$ cat config.mk
export PLATFORM = sky130hd
export DESIGN_NAME = bsg_bladerunner_rom_reader_flat
export DESIGN_NICKNAME = d
export VERILOG_FILES = /design/src/rtl/bsg_bladerunner_rom_reader_if.sv /design/src/rtl/bsg_bladerunner_rom_reader.sv /design/src/flat_wrapper.sv
export SDC_FILE = /design/constraint.sdc
export NUM_CORES = 1
export LEC_CHECK = 0
export BUFFER_PORTS_ARGS = -buffer_cell sky130_fd_sc_hd__buf_2
export CORE_MARGIN = 5
export CORE_UTILIZATION = 55
export CTS_BUF_LIST = sky130_fd_sc_hd__clkbuf_4 sky130_fd_sc_hd__clkbuf_8
export DETAILED_ROUTE_END_ITERATION = 10
export PLACE_DENSITY_LB_ADDON = 0.05
export SLEW_MARGIN = 40
export SYNTH_ARGS = -nofsm -noshare
export SYNTH_HDL_FRONTEND = slang
export SYNTH_SLANG_ARGS = --single-unit
$ cat constraint.sdc
create_clock -name clk_i -period 7.35 [get_ports clk_i]
set_input_delay 1.1025 -clock clk_i [delete_from_list [all_inputs] [get_ports clk_i]]
set_output_delay 1.1025 -clock clk_i [all_outputs]
set_load 0.05 [all_outputs]
$ cat src/rtl/bsg_bladerunner_rom_reader_if.sv
// Request / response / output-stream bundle between the ROM reader, the manycore endpoint
// and the downstream consumer.
interface bsg_bladerunner_rom_reader_if #(
  parameter int x_cord_width_p  = 4,
  parameter int y_cord_width_p  = 4,
  parameter int addr_width_p    = 16,
  parameter int data_width_p    = 32,
  parameter int load_id_width_p = 2
);
  logic                         out_v_o;
  logic                         out_ready_i;
  logic [addr_width_p-1:0]      out_addr_o;
  logic                         out_we_o;
  logic [(data_width_p>>3)-1:0] out_mask_o;
  logic [x_cord_width_p-1:0]    out_x_o;
  logic [y_cord_width_p-1:0]    out_y_o;
  logic [load_id_width_p-1:0]   out_load_id_o;

  logic                         returned_v_i;
  logic [data_width_p-1:0]      returned_data_i;
  logic [load_id_width_p-1:0]   returned_load_id_i;
  logic                         returned_yumi_o;

  logic                         data_v_o;
  logic [data_width_p-1:0]      data_o;
  logic                         data_ready_i;

  modport master (
    output out_v_o, out_addr_o, out_we_o, out_mask_o, out_x_o, out_y_o, out_load_id_o,
    output returned_yumi_o, data_v_o, data_o,
    input  out_ready_i, returned_v_i, returned_data_i, returned_load_id_i, data_ready_i
  );

  modport slave (
    input  out_v_o, out_addr_o, out_we_o, out_mask_o, out_x_o, out_y_o, out_load_id_o,
    input  returned_yumi_o, data_v_o, data_o,
    output out_ready_i, returned_v_i, returned_data_i, returned_load_id_i, data_ready_i
  );
endinterface

$ cat src/rtl/bsg_bladerunner_rom_reader.sv
// Issues a windowed burst of remote word loads to one tile and reorders the returned words
// into an in-order output stream.
module bsg_bladerunner_rom_reader #(
  parameter int x_cord_width_p  = 4,
  parameter int y_cord_width_p  = 4,
  parameter int addr_width_p    = 16,
  parameter int data_width_p    = 32,
  parameter int load_id_width_p = 2,
  parameter int window_els_p    = 4,
  parameter int count_width_p   = 16
) (
  input  logic                      clk_i,
  input  logic                      reset_n_i,
  input  logic                      start_i,
  input  logic [addr_width_p-1:0]   base_addr_i,
  input  logic [count_width_p-1:0]  count_i,
  input  logic [x_cord_width_p-1:0] dest_x_i,
  input  logic [y_cord_width_p-1:0] dest_y_i,
  output logic                      busy_o,
  output logic                      done_o,
  bsg_bladerunner_rom_reader_if.master bus
);

  localparam int win_bits_lp = $clog2(window_els_p);
  localparam logic [count_width_p-1:0] cnt_one_lp    = 1;
  localparam logic [count_width_p-1:0] window_cnt_lp = window_els_p;

  typedef enum logic [1:0] {IDLE, RUN, DONE} state_e;

  state_e                      state_reg, state_next;
  logic [addr_width_p-1:0]     base_reg;
  logic [count_width_p-1:0]    count_reg, issue_cnt_reg, drain_cnt_reg, in_flight;
  logic [x_cord_width_p-1:0]   x_reg;
  logic [y_cord_width_p-1:0]   y_reg;
  logic [window_els_p-1:0]     slot_valid;
  logic [data_width_p-1:0]     slot_data [window_els_p];
  logic [win_bits_lp-1:0]      issue_slot, drain_slot, ret_slot;
  logic                        in_run, issue_fire, drain_fire, rsp_write;

  assign in_run     = (state_reg == RUN);
  assign in_flight  = issue_cnt_reg - drain_cnt_reg;
  assign issue_slot = issue_cnt_reg[win_bits_lp-1:0];
  assign drain_slot = drain_cnt_reg[win_bits_lp-1:0];
  assign ret_slot   = bus.returned_load_id_i[win_bits_lp-1:0];

  assign busy_o = in_run;
  assign done_o = (state_reg == DONE);

  assign bus.out_v_o         = in_run && (issue_cnt_reg < count_reg) && (in_flight < window_cnt_lp);
  assign bus.out_addr_o      = base_reg + addr_width_p'(issue_cnt_reg);
  assign bus.out_we_o        = 1'b0;
  assign bus.out_mask_o      = '1;
  assign bus.out_x_o         = x_reg;
  assign bus.out_y_o         = y_reg;
  assign bus.out_load_id_o   = load_id_width_p'(issue_slot);
  assign bus.returned_yumi_o = bus.returned_v_i;
  assign bus.data_v_o        = in_run && slot_valid[drain_slot];
  assign bus.data_o          = slot_data[drain_slot];

  assign issue_fire = bus.out_v_o && bus.out_ready_i;
  assign drain_fire = bus.data_v_o && bus.data_ready_i;
  // Responses outside RUN belong to an aborted or finished transfer and are dropped.
  assign rsp_write  = in_run && bus.returned_v_i;

  always_comb begin
    state_next = state_reg;
    case (state_reg)
      IDLE: if (start_i) state_next = (count_i == '0) ? DONE : RUN;
      RUN:  if (drain_fire && (drain_cnt_reg + cnt_one_lp == count_reg)) state_next = DONE;
      DONE: state_next = IDLE;
      default: state_next = IDLE;
    endcase
  end

  always_ff @(posedge clk_i or negedge reset_n_i) begin
    if (!reset_n_i) begin
      state_reg     <= IDLE;
      base_reg      <= '0;
      count_reg     <= '0;
      issue_cnt_reg <= '0;
      drain_cnt_reg <= '0;
      x_reg         <= '0;
      y_reg         <= '0;
    end else begin
      state_reg <= state_next;
      if (state_reg == IDLE && start_i) begin
        base_reg      <= base_addr_i;
        count_reg     <= count_i;
        x_reg         <= dest_x_i;
        y_reg         <= dest_y_i;
        issue_cnt_reg <= '0;
        drain_cnt_reg <= '0;
      end else begin
        if (issue_fire) issue_cnt_reg <= issue_cnt_reg + cnt_one_lp;
        if (drain_fire) drain_cnt_reg <= drain_cnt_reg + cnt_one_lp;
      end
    end
  end

  // Reorder slots: the window guarantees a write and a drain never target the same slot.
  for (genvar gi = 0; gi < window_els_p; gi++) begin : g_slot
    logic                    valid_reg;
    logic [data_width_p-1:0] data_reg;
    logic                    wr, clr;

    assign wr  = rsp_write && (ret_slot == win_bits_lp'(gi));
    assign clr = drain_fire && (drain_slot == win_bits_lp'(gi));

    always_ff @(posedge clk_i or negedge reset_n_i) begin
      if (!reset_n_i) begin
        valid_reg <= 1'b0;
        data_reg  <= '0;
      end else if (wr) begin
        valid_reg <= 1'b1;
        data_reg  <= bus.returned_data_i;
      end else if (clr) begin
        valid_reg <= 1'b0;
      end
    end

    assign slot_valid[gi] = valid_reg;
    assign slot_data[gi]  = data_reg;
  end

  always_ff @(posedge clk_i) begin
    if (reset_n_i) begin
      assert (load_id_width_p >= win_bits_lp)
        else $error("rom_reader: load_id_width_p too small for window_els_p");
      if (rsp_write)
        assert (!slot_valid[ret_slot])
          else $error("rom_reader: response to occupied slot %0d", ret_slot);
    end
  end

endmodule

$ cat src/flat_wrapper.sv
// flat-port wrapper written by rule: the top's interface ports become plain ports
module bsg_bladerunner_rom_reader_flat 
#(
  parameter int x_cord_width_p  = 4,
  parameter int y_cord_width_p  = 4,
  parameter int addr_width_p    = 16,
  parameter int data_width_p    = 32,
  parameter int load_id_width_p = 2,
  parameter int window_els_p    = 4,
  parameter int count_width_p   = 16
)
  (clk_i, reset_n_i, start_i, base_addr_i, count_i, dest_x_i, dest_y_i, busy_o, done_o, bus_out_v_o, bus_out_addr_o, bus_out_we_o, bus_out_mask_o, bus_out_x_o, bus_out_y_o, bus_out_load_id_o, bus_returned_yumi_o, bus_data_v_o, bus_data_o, bus_out_ready_i, bus_returned_v_i, bus_returned_data_i, bus_returned_load_id_i, bus_data_ready_i);
  bsg_bladerunner_rom_reader_if #(.x_cord_width_p(x_cord_width_p), .y_cord_width_p(y_cord_width_p), .addr_width_p(addr_width_p), .data_width_p(data_width_p), .load_id_width_p(load_id_width_p)) bus_i ();
  input  logic clk_i;
  input  logic reset_n_i;
  input  logic start_i;
  input  logic [addr_width_p-1:0] base_addr_i;
  input  logic [count_width_p-1:0] count_i;
  input  logic [x_cord_width_p-1:0] dest_x_i;
  input  logic [y_cord_width_p-1:0] dest_y_i;
  output logic busy_o;
  output logic done_o;
  output wire logic [$bits(bus_i.out_v_o)-1:0] bus_out_v_o;
  output wire logic [$bits(bus_i.out_addr_o)-1:0] bus_out_addr_o;
  output wire logic [$bits(bus_i.out_we_o)-1:0] bus_out_we_o;
  output wire logic [$bits(bus_i.out_mask_o)-1:0] bus_out_mask_o;
  output wire logic [$bits(bus_i.out_x_o)-1:0] bus_out_x_o;
  output wire logic [$bits(bus_i.out_y_o)-1:0] bus_out_y_o;
  output wire logic [$bits(bus_i.out_load_id_o)-1:0] bus_out_load_id_o;
  output wire logic [$bits(bus_i.returned_yumi_o)-1:0] bus_returned_yumi_o;
  output wire logic [$bits(bus_i.data_v_o)-1:0] bus_data_v_o;
  output wire logic [$bits(bus_i.data_o)-1:0] bus_data_o;
  input wire logic [$bits(bus_i.out_ready_i)-1:0] bus_out_ready_i;
  input wire logic [$bits(bus_i.returned_v_i)-1:0] bus_returned_v_i;
  input wire logic [$bits(bus_i.returned_data_i)-1:0] bus_returned_data_i;
  input wire logic [$bits(bus_i.returned_load_id_i)-1:0] bus_returned_load_id_i;
  input wire logic [$bits(bus_i.data_ready_i)-1:0] bus_data_ready_i;
  assign bus_out_v_o = bus_i.out_v_o;
  assign bus_out_addr_o = bus_i.out_addr_o;
  assign bus_out_we_o = bus_i.out_we_o;
  assign bus_out_mask_o = bus_i.out_mask_o;
  assign bus_out_x_o = bus_i.out_x_o;
  assign bus_out_y_o = bus_i.out_y_o;
  assign bus_out_load_id_o = bus_i.out_load_id_o;
  assign bus_returned_yumi_o = bus_i.returned_yumi_o;
  assign bus_data_v_o = bus_i.data_v_o;
  assign bus_data_o = bus_i.data_o;
  assign bus_i.out_ready_i = bus_out_ready_i;
  assign bus_i.returned_v_i = bus_returned_v_i;
  assign bus_i.returned_data_i = bus_returned_data_i;
  assign bus_i.returned_load_id_i = bus_returned_load_id_i;
  assign bus_i.data_ready_i = bus_data_ready_i;
  bsg_bladerunner_rom_reader #(.x_cord_width_p(x_cord_width_p), .y_cord_width_p(y_cord_width_p), .addr_width_p(addr_width_p), .data_width_p(data_width_p), .load_id_width_p(load_id_width_p), .window_els_p(window_els_p), .count_width_p(count_width_p)) u_core (.clk_i(clk_i), .reset_n_i(reset_n_i), .start_i(start_i), .base_addr_i(base_addr_i), .count_i(count_i), .dest_x_i(dest_x_i), .dest_y_i(dest_y_i), .busy_o(busy_o), .done_o(done_o), .bus(bus_i));
endmodule
# Word-level counts from Yosys, hierarchy flattened
# Cells that the tools add are included.
# totals
out_inout_bits	68
inputBits	80
word_cells	83
reg_bits	206
# classes
n_eq_ne	11
n_reduce_logical	27
order_cmp	4
muxes	21
addsub	4
bitwise	1
# op_table
cell	n
32-bit binary-select mux with 2-bit select	1
16-bit two-way mux	4
32-bit two-way mux	2
16-bit by 1-bit adder with 16-bit output, second input constant	2
16-bit adder	1
16-bit == test	1
1-bit logical AND	16
16-bit logical NOT	1
16-bit < comparator	1
16-bit by 3-bit < comparator with 1-bit output, second input constant	1
16-bit subtractor	1
2-bit nonzero test	6
2-bit == test, second input constant	5
1-bit two-way mux	9
2-bit by 1-bit == test with 1-bit output, second input constant	3
2-bit logical NOT	3
2-bit two-way mux	3
2-bit != test, second input constant	2
2-bit case mux with 2 select lines	1
3-bit >= comparator, second input constant	1
2-bit by 3-bit < comparator with 1-bit output, second input constant	1
2-bit NOT with 3-bit output	1
1-bit binary-select mux with 2-bit select	1
2-bit AND reduction	1

# Longest topological paths before layout
# depth
ltp_word	7
ltp_mapped	14
ltp_nobuf	12

# Least setup slack after synthesis
# No wires, ideal clock.
# synth_timing
path_type	reg2out
from	register u_core.drain_cnt_reg[1]
to	output port bus_out_v_o
setup_slack_ns	2.014
n_path_buf	2
arrival_time_ns	4.234
t_required_ns	6.247
path_stages_with_launch	12
cell_sequence	dfrtp_1 -> clkbuf_1 -> buf_1 -> inv_1 -> ha_1 -> a21o_1 -> a31o_2 -> a21o_1 -> a211o_1 -> o31a_1 -> mux2_2 -> nor4_1
# synth_between
elab_chain_len	3
# synth_lines
item	line_no	source
start, declared	bsg_bladerunner_rom_reader.sv:32	logic [count_width_p-1:0] count_reg, issue_cnt_reg, drain_cnt_reg, in_flight;
start signal, assigned	bsg_bladerunner_rom_reader.sv:95	if (drain_fire) drain_cnt_reg <= drain_cnt_reg + cnt_one_lp;
16-bit subtractor	bsg_bladerunner_rom_reader.sv:41	assign in_flight = issue_cnt_reg - drain_cnt_reg;
16-bit by 3-bit < comparator with 1-bit output	bsg_bladerunner_rom_reader.sv:49	assign bus.out_v_o = in_run && (issue_cnt_reg < count_reg) && (in_flight < window_cnt_lp);
1-bit logical AND	bsg_bladerunner_rom_reader.sv:49	
end, declared	flat_wrapper.sv:23	output wire logic [$bits(bus_i.out_v_o)-1:0] bus_out_v_o;
# No other way between the ends.

# Worst setup path after layout
# Ends and elaborated chain as after synthesis.

==> summary.txt <==
STA
  • Worst slew slack as a fraction of its limit: 0.460
  • Clock period minus worst slack: 4.98 ns
  • Worst Hold Slack: 0.471 ns
  • Endpoints failing setup: 0
  • Final hold vios: 0
  • Max Clk Rate: 201 MHz
  • Period Utilization, post-route: 0.677
  • Total negative setup slack: 0 ns
  • Transition time at the pin with the least slew margin: 0.809 ns
  • Unrepaired setup endpoints after global routing: false
  • Largest clock skew in the final design: 0.0255 ns
  • Final Max Tran Viols: 0

Global route
  • Antenna violations before repair: 1
  • Overall Global Routing Usage: 0.222
  • Wire length of the first global-routing pass: 40700 um
  • Number of global-route vias before repair: 7846
  • Overflow left after global routing: 0
  • Largest net degree at the start of global routing: 97

Power
  • Total leakage power: 5.90 nW
  • Tot Pwr: 4.74 mW
  • Highest ir drop seen on vdd: 0.000305 V
  • Pwr per Cell Area: 372 nW/um2

Setup path
  • Critical path capture point type: output pin
  • Cell with the biggest individual delay on the critical path: sky130_fd_sc_hd__dfrtp_4
  • FF-to-FF setup slack: 3.17 ns
  • Slowest Stage Delay on Critical Path: 0.80 ns
  • Critical Path Source: u_core.drain_cnt_reg[1]$_DFFE_PN0P_
  • Critical register-to-register path startpoint: u_core.drain_cnt_reg[1]$_DFFE_PN0P_
  • Worst reg2reg endpoint: u_core.issue_cnt_reg[6]$_DFFE_PN0P_
  • Crit path required time: 6.25 ns
  • Cell chain of the critical path: inv_1 -> ha_1 -> a21o_1 -> a31o_2 -> a21o_1 -> a211o_1 -> o31a_1 -> mux2_2 -> nor4_1 -> buf_2
  • Class of the most critical setup path: register to output pin
  • Arr. time, crit path: 3.87 ns
  • Max FO, Critical Path: 39
  • Kind of start point of the critical path: register
  • Depth of the worst register-to-register path: 12
  • Destination of the critical timing path: bus_out_v_o
  • CP most frequent cell: sky130_fd_sc_hd__a21o_1

Min path
  • Hold path startpoint: u_core.bus.out_x_o[1]$_DFFE_PN0P_
  • Class of the tightest hold or removal check: register to register

Route
  • Total number of vias: 7844
  • Number of detailed-routing iterations run before antenna repair: 5
  • Uppermost metal layer occupied by signal nets: met5
  • Post-Route WL: 24900 um
  • Detailed-route wire length per cell: 17.7 um
  • Met3 WL: 1390 um
  • Routed metal-1 wire length: 11800 um
  • Met2 wire length: 11200 um
  • Number of routed nets with antenna violations: 0
  • Initial drt markers: 400
  • Detailed-route vias per instance: 5.57
  • DRC violation count after routing: 0

Clock network
  • Clk sink count: 206
  • TritonCTS clock tree: built
  • PostCTS Resize Cnt: 0
  • Total CTS buffers: 36
  • Buffer cell driving the clock tree root: sky130_fd_sc_hd__clkbuf_8
  • Largest buffer count on any clock path: 3
  • Clock Latency Late Sink: 0.53 ns
  • CTS clock-pin slew for the worst setup and hold paths: 0.06 ns
  • Hold buffers post-CTS: 0
  • H-tree Lvls: 2
  • Post-CTS setup buffers: 0

Yosys
  • Number of flip-flops and latches in the synthesized netlist: 206
  • Sequential cell area fraction in the yosys report: 0.467
  • Post-synthesis instance area: 11000 um2
  • Async set-or-reset flop fraction in the synthesized netlist: 1.00
  • Number of distinct library cell variants in the gate-level netlist after synthesis: 56
  • Number of synthesis warnings: 0
  • Synthesized area divided by synthesized cell count: 11.3 um2
  • Count of flip-flops with a built-in enable after synthesis: 0
  • Flip-flop cell with the highest count after synthesis: sky130_fd_sc_hd__dfrtp_1
  • Post-Syn Instances: 978

Finish
  • Area growth from synthesis to final layout: 15.2%
  • Number of flip-flops in the largest register: 128
  • Number of antenna cells inserted: 0
  • Final-layout fill cell count: 1568
  • Nets: 1245
  • Fraction of layout instances using a drive strength above 1: 0.346
  • Total area of multi-input combinational cells: 5500 um2
  • Area used by sequential logic in the layout: 5160 um2

Floorplan
  • Initial standard-cell utilization of the core: 0.563
  • # IOs: 148
  • Placement Rows: 51
  • Die X: 152 um
  • Total die area: 23000 um2
  • Die height: 152 um
  • Core outline area: 19600 um2

Place
  • Placer's final routability congestion estimate: 0.881
  • IO Port Bufs: 142
  • DPL Wire Length: 17100 um

Outcome
  • Status: finished, final reports clean

Job
  • Count of max-cap constraint violations: 0
==> kinds of logic (layout without fill, tap and decap cells) <==
family | count (synthesis) | after routing | share of synthesized area
simple gates | 262 | 262 | 0.112
flops | 206 | 206 | 0.467
mux | 168 | 168 | 0.204
compound gates | 138 | 138 | 0.0795
buf+inv | 100 | 261 | 0.0381
xor+xnor | 52 | 52 | 0.0413
fa+ha+maj | 50 | 50 | 0.0574
other cells | 2 | 5 | 0.000680
==> worst max-delay path: cells and delay by family (launching register included) <==
family | cells | cell delay, ns
flip-flops | 1 | 0.80
adder cells (fa/ha/maj) | 1 | 0.24
AND/OR/NAND/NOR | 1 | 0.28
multiplexers | 1 | 0.33
buffers and inverters | 2 | 0.54
AO/OA/AOI/OAI | 5 | 1.16
==> metal layers <==
layer | global-route usage | up-vias
met5 | 0 | -
li1 | - | 3747
met4 | 0.0584 | 2
met3 | 0.0405 | 40
met1 | 0.328 | 3856
met2 | 0.342 | 199
==> metrics by stage <==
step                       util  instances  worst slack (ns)  instance area (um2)
after CTS                 0.649       1407              2.31                12700
after global routing      0.649       1407              2.14                12700
after floorplan               -        981              2.01                11000
after detailed placement  0.610       1342              2.87                12000
final                     0.649       1407              2.37                12700
after global placement    0.609       1341              2.56                11900
==> synth_stat cells (2+ instances only) <==
| master | count | area (um2) |
|---|---|---|
| sky130_fd_sc_hd__a21oi_1 | 29 | 145 |
| sky130_fd_sc_hd__a211oi_1 | 3 | 22.5 |
| sky130_fd_sc_hd__o21bai_1 | 6 | 45.0 |
| sky130_fd_sc_hd__nor3_1 | 10 | 50.1 |
| sky130_fd_sc_hd__ha_1 | 49 | 613 |
| sky130_fd_sc_hd__nor4_4 | 2 | 42.5 |
| sky130_fd_sc_hd__nor4_1 | 9 | 56.3 |
| sky130_fd_sc_hd__clkbuf_1 | 34 | 128 |
| sky130_fd_sc_hd__or3b_2 | 2 | 17.5 |
| sky130_fd_sc_hd__conb_1 | 2 | 7.51 |
| sky130_fd_sc_hd__mux2i_1 | 6 | 60.1 |
| sky130_fd_sc_hd__nand2_1 | 129 | 484 |
| sky130_fd_sc_hd__a41o_1 | 7 | 70.1 |
| sky130_fd_sc_hd__buf_1 | 10 | 37.5 |
| sky130_fd_sc_hd__and3_1 | 13 | 81.3 |
| sky130_fd_sc_hd__or3_1 | 4 | 25.0 |
| sky130_fd_sc_hd__a21o_1 | 8 | 60.1 |
| sky130_fd_sc_hd__inv_1 | 45 | 169 |
| sky130_fd_sc_hd__xor2_1 | 8 | 70.1 |
| sky130_fd_sc_hd__o31ai_1 | 5 | 37.5 |
| sky130_fd_sc_hd__nand3_1 | 22 | 110 |
| sky130_fd_sc_hd__nand4_1 | 11 | 68.8 |
| sky130_fd_sc_hd__xnor2_1 | 44 | 385 |
| sky130_fd_sc_hd__nor2_1 | 35 | 131 |
| sky130_fd_sc_hd__a2111oi_0 | 2 | 17.5 |
| sky130_fd_sc_hd__and2_1 | 7 | 43.8 |
| sky130_fd_sc_hd__a31o_2 | 5 | 43.8 |
| sky130_fd_sc_hd__nand2b_1 | 8 | 50.1 |
| sky130_fd_sc_hd__buf_4 | 10 | 75.1 |
| sky130_fd_sc_hd__a31oi_1 | 10 | 62.6 |
| sky130_fd_sc_hd__dfrtp_1 | 206 | 5150 |
| sky130_fd_sc_hd__a211o_1 | 3 | 26.3 |
| sky130_fd_sc_hd__mux4_2 | 33 | 743 |
| sky130_fd_sc_hd__mux2_2 | 129 | 1450 |
| sky130_fd_sc_hd__nor2b_1 | 4 | 25.0 |
| sky130_fd_sc_hd__o21ai_0 | 47 | 235 |
| sky130_fd_sc_hd__nor3b_1 | 2 | 15.0 |
==> report_power, final <==
group	switching (mW)	leakage, nW	total, mW	internal, mW
clock	0.479	0.398	1.08	0.601
sequential	0.195	2.50	1.62	1.42
combinational	1.31	3.00	2.04	0.730
==> layout by cell type (no fill, tap or decap), drive strengths merged, types with 3 or more instances in the layout <==
cell      instances
dfrtp           206
nor2             35
buf             151
and2              8
a21oi            29
nor4             11
clkinvlp          3
a41o              7
o21bai            6
a31o              6
nand3            22
nand2b            8
or3               4
and3             13
ha               49
xnor2            44
mux2i             6
inv              46
nand4            11
a211oi            3
a21o              8
conb              5
nor3             10
mux2            129
clkbuf           54
o31ai             5
a31oi            10
a211o             3
xor2              8
o21ai            48
mux4             33
clkinv            7
nor2b             4
nand2           129
==> area by class of cell <==
type                       count  share of cell area
inverter                      45              0.0133
sequential                   206               0.406
clock inverter                11             0.00610
multi-input combinational    675               0.433
clock buffer                  54              0.0535
tap                          265              0.0261
timing repair buffer         151              0.0626
==> worst min path at each step <==
| stage | to | slack (ns) | cells past startpoint |
|---|---|---|---|
| floorplan | u_core.g_slot[1].valid_reg$_DFFE_PN0P_ | 0.44 | 2 |
| global placement | u_core.g_slot[3].valid_reg$_DFFE_PN0P_ | 0.46 | 2 |
| detailed placement | u_core.g_slot[3].valid_reg$_DFFE_PN0P_ | 0.46 | 2 |
| CTS | u_core.g_slot[3].valid_reg$_DFFE_PN0P_ | 0.47 | 2 |
| global route | u_core.base_reg[7]$_DFFE_PN0P_ | 0.49 | 2 |
| finish | u_core.bus.out_x_o[1]$_DFFE_PN0P_ | 0.47 | 2 |
(Power assumes the default switching activity.)
